## config.mk

```make
export PLATFORM = sky130hd
export DESIGN_NAME = imem_loader
export DESIGN_NICKNAME = d
export VERILOG_FILES = /design/src/rtl/imem_loader_pkg.sv /design/src/rtl/imem_loader_word_assembler.sv /design/src/rtl/imem_loader.sv
export SDC_FILE = /design/constraint.sdc
export NUM_CORES = 1
export LEC_CHECK = 0
export CORE_MARGIN = 1.5
export CORE_UTILIZATION = 51
export CTS_CLUSTER_DIAMETER = 150
export DETAILED_ROUTE_END_ITERATION = 8
export PLACE_DENSITY = 0.77
export SETUP_SLACK_MARGIN = 0.05
export SLEW_MARGIN = 30
export SYNTH_ARGS = -nofsm -noshare
export SYNTH_HDL_FRONTEND = slang
export SYNTH_HIERARCHICAL = 1
export SYNTH_SLANG_ARGS = --single-unit
export TNS_END_PERCENT = 30
```

## constraint.sdc

```tcl
create_clock -name clk -period 2.3 [get_ports clk]
set_input_delay 0.46 -clock clk [delete_from_list [all_inputs] [get_ports clk]]
set_output_delay 0.46 -clock clk [all_outputs]
set_load 0.01 [all_outputs]
```

## src/rtl/imem_loader_pkg.sv

```systemverilog
`default_nettype none
// ---------------------------------------------------------------------------
// imem_loader_pkg : states, decoder opcodes and error codes shared by the
//                   instruction-memory loader.
// Revision: 1.0
// ---------------------------------------------------------------------------
package imem_loader_pkg;

   typedef enum logic [2:0] {
      ST_IDLE  = 3'd0,
      ST_LOAD  = 3'd1,
      ST_CHECK = 3'd2,
      ST_DONE  = 3'd3,
      ST_ERROR = 3'd4
   } state_t;

   // Opcodes also consumed by the main decoder; keep the two in step.
   localparam logic [6:0] OP_LOAD   = 7'b0000011;
   localparam logic [6:0] OP_STORE  = 7'b0100011;
   localparam logic [6:0] OP_RTYPE  = 7'b0110011;
   localparam logic [6:0] OP_BRANCH = 7'b1100011;

   localparam logic [1:0] ERR_NONE   = 2'b00;
   localparam logic [1:0] ERR_LEN    = 2'b01;
   localparam logic [1:0] ERR_OPCODE = 2'b10;
   localparam logic [1:0] ERR_CSUM   = 2'b11;

   function automatic logic opcode_supported(input logic [6:0] op);
      return (op == OP_LOAD) || (op == OP_STORE) ||
             (op == OP_RTYPE) || (op == OP_BRANCH);
   endfunction

endpackage
`default_nettype wire

```

## src/rtl/imem_loader_word_assembler.sv

```systemverilog
`default_nettype none
// ---------------------------------------------------------------------------
// word_assembler : packs four little-endian bytes into a 32-bit word and
//                  pulses word_valid_o on the cycle the 4th byte arrives.
// Revision: 1.0
// ---------------------------------------------------------------------------
module word_assembler (
   input  logic        clk,
   input  logic        reset,
   input  logic        clr_i,
   input  logic        take_i,
   input  logic [7:0]  byte_i,
   output logic [31:0] word_o,
   output logic        word_valid_o
);

   logic [1:0]  idx_q, idx_d;
   logic [23:0] low_q, low_d;

   always_comb begin
      idx_d = idx_q;
      low_d = low_q;
      if (clr_i) begin
         idx_d = 2'd0;
         low_d = 24'd0;
      end else if (take_i) begin
         case (idx_q)
            2'd0:    low_d[7:0]   = byte_i;
            2'd1:    low_d[15:8]  = byte_i;
            2'd2:    low_d[23:16] = byte_i;
            default: low_d        = low_q;
         endcase
         idx_d = idx_q + 2'd1;
      end
   end

   always_ff @(posedge clk) begin
      if (reset) begin
         idx_q <= 2'd0;
         low_q <= 24'd0;
      end else begin
         idx_q <= idx_d;
         low_q <= low_d;
      end
   end

   // The top byte is taken straight from the bus so the word is usable
   // in the same cycle as its last transfer.
   assign word_o       = {byte_i, low_q};
   assign word_valid_o = take_i & ~clr_i & (idx_q == 2'd3);

endmodule
`default_nettype wire

```

## src/rtl/imem_loader.sv

```systemverilog
`default_nettype none
// ---------------------------------------------------------------------------
// imem_loader : boot-time byte-stream writer for instruction memory; holds
//               the core in reset until a checksummed image is loaded.
// Revision: 1.0
// ---------------------------------------------------------------------------
module imem_loader
   import imem_loader_pkg::*;
#(
   parameter int ADDR_WIDTH    = 8,
   parameter bit CHECK_OPCODES = 1'b1
) (
   input  logic                  clk,
   input  logic                  reset,
   input  logic                  start,
   input  logic [ADDR_WIDTH:0]   len_words,
   input  logic                  byte_valid,
   input  logic [7:0]            byte_data,
   output logic                  byte_ready,
   output logic                  imem_we,
   output logic [ADDR_WIDTH-1:0] imem_addr,
   output logic [31:0]           imem_wdata,
   output logic                  core_reset,
   output logic                  busy,
   output logic                  done,
   output logic                  err,
   output logic [1:0]            err_code
);

   localparam logic [ADDR_WIDTH:0] DEPTH   = {1'b1, {ADDR_WIDTH{1'b0}}};
   localparam logic [ADDR_WIDTH:0] CNT_ONE = {{ADDR_WIDTH{1'b0}}, 1'b1};

   state_t                state_q, state_d;
   logic [ADDR_WIDTH:0]   len_q, len_d;
   logic [ADDR_WIDTH:0]   cnt_q, cnt_d;
   logic [31:0]           acc_q, acc_d;
   logic                  we_q, we_d;
   logic [ADDR_WIDTH-1:0] addr_q, addr_d;
   logic [31:0]           wdata_q, wdata_d;
   logic                  ready_q, ready_d;
   logic [1:0]            code_q, code_d;

   logic                  take;
   logic                  asm_clr;
   logic [31:0]           word;
   logic                  word_valid;
   logic                  op_ok;
   logic [ADDR_WIDTH:0]   cnt_inc;

   assign take    = byte_valid & ready_q;
   assign cnt_inc = cnt_q + CNT_ONE;

   word_assembler u_asm (
      .clk          (clk),
      .reset        (reset),
      .clr_i        (asm_clr),
      .take_i       (take),
      .byte_i       (byte_data),
      .word_o       (word),
      .word_valid_o (word_valid)
   );

   generate
      if (CHECK_OPCODES) begin : g_opchk
         assign op_ok = opcode_supported(word[6:0]);
      end else begin : g_noopchk
         assign op_ok = 1'b1;
      end
   endgenerate

   always_comb begin
      state_d = state_q;
      len_d   = len_q;
      cnt_d   = cnt_q;
      acc_d   = acc_q;
      we_d    = 1'b0;
      addr_d  = addr_q;
      wdata_d = wdata_q;
      code_d  = code_q;
      asm_clr = 1'b0;
      case (state_q)
         ST_LOAD: begin
            if (word_valid) begin
               if (!op_ok) begin
                  state_d = ST_ERROR;
                  code_d  = ERR_OPCODE;
               end else begin
                  we_d    = 1'b1;
                  addr_d  = cnt_q[ADDR_WIDTH-1:0];
                  wdata_d = word;
                  acc_d   = acc_q ^ word;
                  cnt_d   = cnt_inc;
                  if (cnt_inc == len_q) state_d = ST_CHECK;
               end
            end
         end
         ST_CHECK: begin
            if (word_valid) begin
               if (word == acc_q) begin
                  state_d = ST_DONE;
               end else begin
                  state_d = ST_ERROR;
                  code_d  = ERR_CSUM;
               end
            end
         end
         default: begin
            if (start) begin
               asm_clr = 1'b1;
               len_d   = len_words;
               cnt_d   = '0;
               acc_d   = 32'd0;
               addr_d  = '0;
               code_d  = ERR_NONE;
               if ((len_words == '0) || (len_words > DEPTH)) begin
                  state_d = ST_ERROR;
                  code_d  = ERR_LEN;
               end else begin
                  state_d = ST_LOAD;
               end
            end
         end
      endcase
      ready_d = (state_d == ST_LOAD) || (state_d == ST_CHECK);
   end

   always_ff @(posedge clk) begin
      if (reset) begin
         state_q <= ST_IDLE;
         len_q   <= '0;
         cnt_q   <= '0;
         acc_q   <= 32'd0;
         we_q    <= 1'b0;
         addr_q  <= '0;
         wdata_q <= 32'd0;
         ready_q <= 1'b0;
         code_q  <= ERR_NONE;
      end else begin
         state_q <= state_d;
         len_q   <= len_d;
         cnt_q   <= cnt_d;
         acc_q   <= acc_d;
         we_q    <= we_d;
         addr_q  <= addr_d;
         wdata_q <= wdata_d;
         ready_q <= ready_d;
         code_q  <= code_d;
      end
   end

   assign byte_ready = ready_q;
   assign imem_we    = we_q;
   assign imem_addr  = addr_q;
   assign imem_wdata = wdata_q;
   assign busy       = (state_q == ST_LOAD) || (state_q == ST_CHECK);
   assign done       = (state_q == ST_DONE);
   assign err        = (state_q == ST_ERROR);
   assign core_reset = (state_q != ST_DONE);
   assign err_code   = code_q;

endmodule
`default_nettype wire

```

==> summary.txt <==
Run status
  – Outcome: completed

Synth
  – Synth top area cells: dfxtp_1 (42%), nor2b_1 (5.0%), nand2_1 (5.0%), a21oi_1 (4.7%), nor2_1 (4.5%)
  – Count of different cell masters after synthesis: about 50
  – EDFF count, synth: 0
  – Synthesized area: slightly below 6000 µm²
  – Async set-reset flop share out of synthesis: 0
  – Flops & latches, synth: 123
  – Synth Flop Type: dfxtp_1
  – Ys Warns: 6
  – Syn_area_per_cell: 8.40 µm²
  – Cells after Synth: 697
  – Sequential area share after synthesis: 0.421
  – Share of the synthesized area in the top cell type: 0.421
  – Synth area leader: dfxtp_1
  – Syn nets: 723

Worst setup path
  – R2R Path End: byte_ready
  – Critical Path Source Type: input port
  – Slowest stage cell, crit path: clkdlybuf4s50_1
  – Required @ worst endpoint: 2.64 ns
  – Worst-path cell chain: clkdlybuf4s50_1 -> inv_1 -> a2111oi_4 -> nand4_1 -> nor4_2 -> buf_4 -> and3_4 -> a221oi_2 -> xor2_1 -> nor3b_2
  – Crit path largest cell delay: 0.49 ns
  – Crit-path max FO: 3
  – Worst EP arrival: 2.57 ns
  – CP endpoint kind: flip-flop
  – R2R cell count: 9
  – RR Startpoint: cnt_q[0]
  – Worst setup startpoint: byte_data[5]
  – Reg2Reg Setup Slack: 0.08 ns
  – WS Path Type: in -> reg

GRT
  – First-pass GRT wire length: 26.3 mm
  – Gr busiest metal: met2
  – GRT Util Overall: 0.288
  – Largest net degree at the start of global routing: 51
  – Initial antenna violation count: 0
  – Met3 GRT Util: 0.0788
  – GR met2 Demand/Resource: 0.465
  – Met1 Use GR: 0.372
  – Overflow after GRT: 0
  – Vias in the first global route: 5,188

Final layout
  – Final instance area: 7750 µm²
  – Finished Core Util: 0.703
  – Area grow syn2layout: 32.5%
  – Layout net count: 820
  – Ant diodes: 0
  – Highest-count cells in the layout ignoring fill and taps: dfxtp_1 (112), nand2_1 (77), nor2_1 (68), clkdlybuf4s50_1 (64), buf_4 (62)
  – Leading cell type in the layout, fill and taps excluded: dfxtp_1
  – Final cell count without fillers: between 900 and 1,000
  – Layout cell share with drive strength beyond 1: 0.224

Detailed routing
  – Vias per cell: 5.74
  – 1st-iter DRT viols: 431
  – Routed wire length: 17.0 mm
  – Wirelength per Cell: ~18 µm
  – DRC: 0
  – Antenna-violating nets left: 0
  – Pre-antenna DRT Iters: 6
  – Routed via count: 5,439

Worst hold path
  – Hold Crit Endpoint: imem_wdata[23]
  – Worst min path class: reg -> reg
  – Hold Path Origin: imem_wdata[23]
  – Cell depth of the worst hold path: 2

Floorplan
  – Core area: 11,000 µm²
  – Cell Rows: 38
  – Die Width: 110 µm
  – Die height: 110 µm
  – DIE AREA: 12,100 µm²
  – # IOs: 69
  – Initial Util: 0.531

CTS
  – Worst-Skew Late Latency: between 0.4 and 0.5 ns
  – Htree depth: 4
  – CTS tree: yes
  – Cts bufs inserted: 17
  – Max Root-Sink Buffers: 2
  – CTS sink count: 123
  – Root Buffer: clkbuf_16
  – Cts hold-fix bufs: 0
  – Worst-path clk slew: 0.05 ns

Power
  – Max rail drop VDD: between 0.5 and 0.6 mV
  – P_leak: 0.00292 µW
  – P per Cell Area: 685 nW/µm²
  – Pwr Total: 5310 µW

Timing
  – Final hold violation count: 0
  – Final setup fails: 0
  – Final worst slack: 0.0675 ns
  – Worst-margin pin slew: 0.725 ns
  – Final period utilization: 0.971
  – Period minus WS final: around 2.2 ns
  – Max Slew Vio Count: 0
  – RSZ-0062 raised after global routing: yes
  – Clk_skew: 0.0170 ns
  – Rel. slew slack: 0.516
  – Peak Freq: 448 MHz

Placement
  – Placed cell areas: slightly below 7000 µm²
  – Gp weighted congestion: 0.921
  – Buffers on Ports: 68
  – Number of instances in the placed design: 911
  – Pre-CTS setup slack: -0.471 ns
  – DP Wirelength: 11.5 mm

Run
  – Max_cap viols: 0
[metrics by stage]
step	hold slack, ns	setup TNS, ns
after floorplan	0.442	0
after global placement	0.443	-2.77
after detailed placement	0.449	-3.63
after CTS	0.454	0
after global routing	0.477	-0.0552
final	0.451	0
[worst max-delay path by stage]
stage / endpoint / slack, ns / cells past startpoint
after CTS: byte_ready / 0.03 / 9
after detailed placement: byte_ready / -0.47 / 10
final: byte_ready / 0.07 / 10
after floorplan: imem_addr[0] / 0.1 / 11
after global placement: byte_ready / -0.45 / 10
after global routing: byte_ready / -0.06 / 9
[critical path: cells and delay by family]
family | cells | cell delay (ns)
xor+xnor | 1 | 0.16
simple gates | 4 | 0.81
compound gates | 2 | 0.39
buf+inv | 3 | 0.75
[area by class of cell]
type,instances,area [µm²]
Fill cell,860,3280
Clock buffer,20,457
Sequential cell,123,2480
Tap cell,140,175
Timing Repair Buffer,137,1270
Clock inverter,12,170
Multi-Input combinational cell,499,3140
Inverter,16,60.1
[sequential cells by signal, summed over array words and instances (netlist names), 2 cells and up]
name and count:
u_asm/idx_q 2, acc_q 32, imem_addr 8, len_q 9, cnt_q 9, state_q 3, err_code 2, u_asm/low_q 24
imem_wdata 32
[per-layer routing]
| metal | part of all wire | vias to the layer above |
|---|---|---|
| met3 | 0.065 | 26 |
| met5 | 0 | - |
| met1 | 0.45 | 2599 |
| li1 | - | 2603 |
| met2 | 0.47 | 211 |
| met4 | 0.017 | 0 |
[synthesized netlist by cell type, types with 11 or more instances]
library cell    n
dfxtp_1       123
nand2_1        78
nor2_1         70
a21oi_1        55
nor2b_1        47
nand3_1        37
o21ai_0        33
a22oi_1        27
clkbuf_1       23
a21bo_2        19
a21oi_2        18
buf_2          17
inv_1          16
xnor2_1        11
[cell families after synthesis]
family / Yosys count / share of synthesized area
AOI/OAI and AO/OA: 185 / 0.217
xor gates and xnor gates: 20 / 0.0299
adders and majority gates: 6 / 0.0124
buffers and inverters: 75 / 0.0718
DFF: 123 / 0.421
muxes: 10 / 0.0171
and+or+nand+nor: 278 / 0.231
[power by group]
group	internal, µW	leakage, µW	switching [µW]
registers	2150	0.000999	16.2
clock network	1860	0.000310	966
logic	134	0.00161	184
total	4140	0.00292	1170
[timing repair]
item / CTS / global route
resized for setup: 24 / 30
buffers inserted: 1 / 3
endpoints found under the setup margin: 4 / 22
pin swaps: 14 / 20
Note: power is estimated with default switching activity, not from simulation.
